===== src/rtl/bkg_map_ram.sv =====
// bkg_map_ram: background tile map held in an internal array.
// After reset or a reload pulse the level image is copied from an external
// combinational ROM (one entry per cycle); afterwards the map serves
// renderer reads and acknowledged game-logic writes.
// Optional feature macro: BKG_WALL_GUARD_EN -- when defined, writes that
// target an entry currently holding the solid-wall code (6) are acknowledged
// but leave the entry unchanged.
module bkg_map_ram #(
    parameter int unsigned DEPTH = 300,
    parameter int unsigned AW    = 9,
    parameter int unsigned DW    = 3
) (
    input  logic          clk,
    input  logic          rst,
    input  logic          reload,
    output logic [AW-1:0] rom_addr,
    input  logic [DW-1:0] rom_q,
    input  logic          wr_req,
    input  logic [AW-1:0] wr_addr,
    input  logic [DW-1:0] wr_data,
    output logic          wr_ack,
    input  logic [AW-1:0] rd_addr,
    output logic [DW-1:0] rd_q,
    output logic          ready
);

    localparam logic [AW-1:0] LAST_ADDR = AW'(DEPTH - 1);

    typedef enum logic {
        COPY = 1'b0,
        RUN  = 1'b1
    } state_t;

    state_t        state;
    logic [DW-1:0] mem [DEPTH];

    logic          wr_in_range;
    logic          rd_in_range;
    logic          wr_blocked;
    logic          accept;
    logic          copy_we;
    logic          mem_we;
    logic [AW-1:0] mem_waddr;
    logic [DW-1:0] mem_wdata;

    // Address range qualification against the physical map size
    assign wr_in_range = 32'(wr_addr) < DEPTH;
    assign rd_in_range = 32'(rd_addr) < DEPTH;

`ifdef BKG_WALL_GUARD_EN
    localparam logic [DW-1:0] WALL_CODE = DW'(6);
    logic [AW-1:0] wr_idx;

    // Solid walls are protected: the write is acknowledged but dropped
    assign wr_idx     = wr_in_range ? wr_addr : '0;
    assign wr_blocked = (mem[wr_idx] == WALL_CODE);
`else
    assign wr_blocked = 1'b0;
`endif

    // A write is taken in RUN when no reload competes and the previous
    // acknowledge cycle has passed (one dead cycle between acceptances)
    assign accept  = (state == RUN) && wr_req && !reload && !wr_ack;

    // ROM copy writes one entry per cycle while copying; aborted by reset/reload
    assign copy_we = (state == COPY) && !reload && !rst;

    // Single write port shared by the copy engine and game-logic writes
    assign mem_we    = copy_we || (accept && wr_in_range && !wr_blocked);
    assign mem_waddr = copy_we ? rom_addr : wr_addr;
    assign mem_wdata = copy_we ? rom_q : wr_data;

    // Map storage; contents survive reset and are overwritten by the next copy
    always_ff @(posedge clk) begin
        if (mem_we) begin
            mem[mem_waddr] <= mem_wdata;
        end
    end

    // Registered read port, read-before-write, out-of-range reads return 0
    always_ff @(posedge clk or posedge rst) begin
        if (rst) begin
            rd_q <= '0;
        end else if (rd_in_range) begin
            rd_q <= mem[rd_addr];
        end else begin
            rd_q <= '0;
        end
    end

    // Copy/run control; rom_addr doubles as the copy counter
    always_ff @(posedge clk or posedge rst) begin
        if (rst) begin
            state    <= COPY;
            rom_addr <= '0;
            ready    <= 1'b0;
            wr_ack   <= 1'b0;
        end else begin
            wr_ack <= 1'b0;
            if (reload) begin
                state    <= COPY;
                rom_addr <= '0;
                ready    <= 1'b0;
            end else begin
                case (state)
                    COPY: begin
                        if (rom_addr == LAST_ADDR) begin
                            state    <= RUN;
                            ready    <= 1'b1;
                            rom_addr <= '0;
                        end else begin
                            rom_addr <= rom_addr + AW'(1);
                        end
                    end
                    RUN: begin
                        ready    <= 1'b1;
                        rom_addr <= '0;
                        wr_ack   <= accept;
                    end
                    default: begin
                        state    <= COPY;
                        rom_addr <= '0;
                        ready    <= 1'b0;
                    end
                endcase
            end
        end
    end

endmodule


===== config.mk =====
export PLATFORM = sky130hd
export DESIGN_NAME = bkg_map_ram
export DESIGN_NICKNAME = d
export VERILOG_FILES = /design/src/rtl/bkg_map_ram.sv
export SDC_FILE = /design/constraint.sdc
export NUM_CORES = 1
export LEC_CHECK = 0
export BUFFER_PORTS_ARGS = -buffer_cell sky130_fd_sc_hd__buf_2
export CAP_MARGIN = 10
export CORE_UTILIZATION = 25
export CTS_CLUSTER_DIAMETER = 120
export DETAILED_ROUTE_END_ITERATION = 10
export RECOVER_POWER = 50
export SYNTH_ARGS = -nofsm -noshare
export SYNTH_HDL_FRONTEND = slang
export SYNTH_SLANG_ARGS = --single-unit

===== constraint.sdc =====
create_clock -name clk -period 5.8 [get_ports clk]
set_input_delay 0.29 -clock clk [delete_from_list [all_inputs] [get_ports clk]]
set_output_delay 0.29 -clock clk [all_outputs]
set_load 0.01 [all_outputs]

Yosys cells after proc, flatten, opt, wreduce, memory -nomap -nowiden
Memory sizes are Yosys's and may differ from the RTL's.
Index checks and enable logic that the tools add are counted.
{ "totals": {"ramBits": 900, "reg_bits": 15, "wordCells": 38, "n_memories": 1, "output_inout_bits": 14, "inputBits": 28} }
{ "op_classes": {"n_bitwise": 1, "addsub": 1, "muxes": 16, "n_lt_le_gt_ge": 2, "n_eq_ne": 2, "reduce_logical": 10} }
{ "memory_table": {"columns": ["name", "depth", "word_bits", "rd", "rd_clocked_by_memory_dff", "wr", "line", "text"], "rows": [
  ["mem", 300, 3, 1, 0, 1, "35", "logic [DW-1:0] mem [DEPTH];"]
]} }
{ "ops": {"columns": ["cell", "n"], "rows": [
  ["9-bit two-way mux", 3],
  ["9-bit < comparator, second input constant", 2],
  ["9-bit one-hot mux with 2 select lines", 1],
  ["9-bit by 1-bit adder with 9-bit output, second input constant", 1],
  ["9-bit equality test, second input constant", 1],
  ["1-bit two-way mux", 9],
  ["1-bit logical AND", 6],
  ["3-bit two-way mux", 2],
  ["1-bit logical NOT", 3],
  ["3-bit by 2-bit != test with 1-bit output, second input constant", 1],
  ["1-bit one-hot mux with 2 select lines", 1],
  ["1-bit logical OR", 1],
  ["1-bit inverter", 1]
]} }

Depth between registers and ports, before layout
{ "depth": {"depth_word": 7, "mapped_depth": 12, "depth_no_buf": 7} }

Least setup slack after synthesis
OpenSTA, ideal clock, no wires.
{ "synth_timing": {"path_type": "register -> register", "start": "register state", "end": "memory mem[0][0] (data pin)", "t_arrival_ns": 4.666, "stages_incl_launch_ff": 5, "required_time_ns": 4.870, "path_slack_ns": 0.205, "period_less_slack_ns": 5.595, "n_path_buf": 1, "setup_ns": 0.930, "path_cell_list": "dfrtp_1 nor3_1 clkbuf_1 nand2_1 nand2_1"} }
{ "synth_between": {"elab_chain_len": 4} }
{ "synth_lines": {"columns": ["item", "line", "text"], "rows": [
  ["start: declaration", "34", "state_t state;"],
  ["start signal: assignment", "94", "state <= COPY;"],
  ["start signal: assignment", "101", "state <= COPY;"],
  ["start signal: assignment", "108", "state <= RUN;"],
  ["1-bit inverter", null, null],
  ["1-bit logical AND (2 in series)", "66", "assign copy_we = (state == COPY) && !reload && !rst;"],
  ["3-bit two-way mux", "71", "assign mem_wdata = copy_we ? rom_q : wr_data;"],
  ["via mem_wdata[0]", "44", "logic [DW-1:0] mem_wdata;"],
  ["end: declaration", "35", null]
]} }
The timed path passes the listed nets, and every way through them passes these cells.

Final worst setup path
{ "layout_timing": {"start": "register state", "end": "memory mem[209][1] (data pin)"} }
Same word-level chain as after synthesis.

==> flow_metrics.env <==
export IMPL_rsz0062_at_grt="false"
export IMPL_synth_warnings=0
export IMPL_holdCritPathClass="in2reg"
export IMPL_yosysMostFrequentCell="edfxtp_1"
export IMPL_drc=0
export IMPL_irDropWorstVdd_mv=0.212
export IMPL_cap_violations=4
export IMPL_yosys_area_top_type_share=0.730
export IMPL_synth_common_cells="edfxtp_1, nor2_1, mux2i_1"
export IMPL_die_x_um=387
export IMPL_power_density_mw_per_mm2=334
export IMPL_synth_area_top_cells="edfxtp_1, mux4_2, mux2i_1"
export IMPL_dp_hpwl_um=53400
export IMPL_setup_viol=0
export IMPL_startpoint_type="flop"
export IMPL_first_global_vias=19800
export IMPL_vias_per_cell=4.75
export IMPL_finalInstanceArea_mm2=0.0425
export IMPL_grt_overflow=0
export IMPL_syn_area_mm2=0.0370
export IMPL_ios=42
export IMPL_syn_area_per_cell_um2=18.0
export IMPL_ys_types=58
export IMPL_htree_num_levels=3
export IMPL_drtIter0Drc=2221
export IMPL_synth_top_cell_by_area="edfxtp_1"
export IMPL_fp_dieH_um=387
export IMPL_synth_seq_area_share=0.741
export IMPL_fin_cells=4113
export IMPL_die_area_mm2=0.150
export IMPL_leakage_uw=0.0131
export IMPL_critPathKind="reg2reg"
export IMPL_syn_inst=2053
export IMPL_via_count=19500
export IMPL_ys_flop_type="edfxtp_1"
export IMPL_cts_inserted_buffers=96
export IMPL_drt_antenna_violating_nets=0
export IMPL_cts_root_buf="clkbuf_16"
export IMPL_clkTransAtPathRegs_ns=0.06
export IMPL_antenna_found_initial=3
export IMPL_synth_enable_flop_cells=900
export IMPL_clk_latency_ns=0.66
export IMPL_grt_pass1_wl_um=134000
export IMPL_dr_pass1_iters=7
export IMPL_cts_tree="yes"
export IMPL_violations="capacitance limit, slew limit"
export IMPL_area_growth_pct=14.9
export IMPL_cp_max_fo=79
export IMPL_period_share=0.735
export IMPL_layout_setup_ws_ns=1.54
export IMPL_tightestPinTransition_ns=2.69
export IMPL_drive_above_1_share=0.175
export IMPL_layout_nets=2144
export IMPL_core_mm2=0.146
export IMPL_max_freq_mhz=235
export IMPL_hold_viol=0
export IMPL_diodes=0
export IMPL_finalMaxSlewViolations=205
export IMPL_placementRows=140
export IMPL_gp_congestion=0.787
export IMPL_post_cts_resized=0
export IMPL_critPathCaptureType="flop"
export IMPL_tns_ns=0
export IMPL_ys_ff_latch=915
export IMPL_synth_nets=2082
export IMPL_grt_max_degree=190
export IMPL_period_minus_slack_ns=4.26
export IMPL_pre_cts_slack_ns=2.17
export IMPL_wl_um=91500
export IMPL_fin_util=0.291
export IMPL_start_util=0.253
export IMPL_port_buffers=41
export IMPL_wire_per_inst_um=22.3
export IMPL_cts_max_path_buffers=3
export IMPL_skew_ns=0.0279
export IMPL_placed_cells_incl_taps=3929
export IMPL_critical_path_arrival_ns=4.59
export IMPL_regToRegSetupSlack_ns=1.54
export IMPL_dpl_instance_area_mm2=0.0393
export IMPL_gr_usage_all_layers=0.119
export IMPL_status="complete, but fails checks"
export IMPL_ys_async_sr_fraction=0.0164
export IMPL_clkSinkCount=915
export IMPL_required_ns=6.13
export IMPL_slew_headroom=-0.799
==> power by group <==
part / internal (uW) / switching [uW]
sequential: 7340 / 11.6
combinational: 225 / 502
clock: 3560 / 2580
==> layout make-up <==
cell class	instances	area, um^2
clock buffers	109	2500
clock inverters	70	662
fillers	14300	104000
inverters	6	22.5
multi-input cells	999	8820
flip-flops and latches	915	27400
well taps	1917	2400
repair buffers	97	701
==> layer usage <==
metal | global-route usage | routed length [um] | vias up | part of all wire
met5 | 0 | 0 | - | 0
met4 | 0.0428 | 2570 | 0 | 0.028
met3 | 0.0262 | 7960 | 151 | 0.087
met2 | 0.183 | 41900 | 841 | 0.46
met1 | 0.166 | 39100 | 10200 | 0.43
li1 | - | - | 8390 | -
==> sequential cells by signal, indices dropped and copies added (netlist names) <==
name	count
state	1
mem	900
rom_addr	9
ready	1
wr_ack	1
rd_q	3
==> per-stage QoR <==
stage / hold WS [ns] / power, uW
5_1_grt: 0.323 / 14600
3_5_place_dp: 0.455 / 8220
4_1_cts: 0.284 / 14300
2_1_floorplan: 0.191 / 8000
6_report: 0.314 / 14200
3_3_place_gp: 0.465 / 8210
==> cells in the final DEF, fill, tap and decap left out, types with 6 or more instances in the layout <==
master,synthesis,routed
edfxtp_1,900,900
nor2_1,329,328
mux2i_1,141,141
mux4_2,135,135
clkbuf_16,0,97
nand2_1,75,75
a21oi_1,47,47
buf_4,12,45
o221ai_1,38,38
mux4_1,29,29
clkinv_2,0,26
o21ai_0,24,24
clkbuf_1,63,24
buf_2,34,23
a221oi_1,17,17
clkinv_1,0,17
a22oi_1,16,16
a211oi_1,15,15
dfrtp_1,15,15
nand3_1,12,12
a22o_1,11,11
bufinv_16,0,10
mux2_2,9,9
nor2b_1,10,8
a31oi_1,8,8
a2111oi_0,8,8
nand3b_1,8,8
o211ai_1,7,7
o22ai_1,7,7
inv_1,6,6
nor3b_1,6,6
clkinvlp_4,0,6
==> worst max-delay path, cell delays in order, from the launching register on <==
cell and delay (ns):
dfrtp_1 0.41, or3_1 0.53, nand2_1 0.11, nand2_1 1.89
buf_4 0.87
==> logic make-up (layout without fill, tap and decap cells) <==
group / after synthesis / count (layout) / synth area share
xor gates and xnor gates: 7 / 7 / 0.00166
adders and majority gates: 1 / 1 / 0.000338
muxes: 314 / 314 / 0.144
DFF: 915 / 915 / 0.741
buffers and inverters: 139 / 282 / 0.0214
AOI/OAI and AO/OA: 214 / 214 / 0.0410
and+or+nand+nor: 463 / 463 / 0.0513
==> final timing paths <==
| kind | startpoint | endpoint | cells after the start |
|---|---|---|---|
| max in group asynchronous | rst | rd_q[2] | 3 |
| min | rd_addr[6] | rd_q[0] | 3 |
| max | state | mem[209][1] | 4 |
| max reg2reg | state | mem[209][1] | 4 |
| min in group asynchronous | rst | rd_q[1] | 3 |
| min reg2reg | wr_ack | wr_ack | 1 |
==> repair_timing <==
action	in CTS	in global routing
hold endpoints to repair	20	0
buffers inserted	0	0
hold buffers	4	0
endpoints found under the setup margin	0	0
Note: power is estimated with default switching activity, not from simulation.
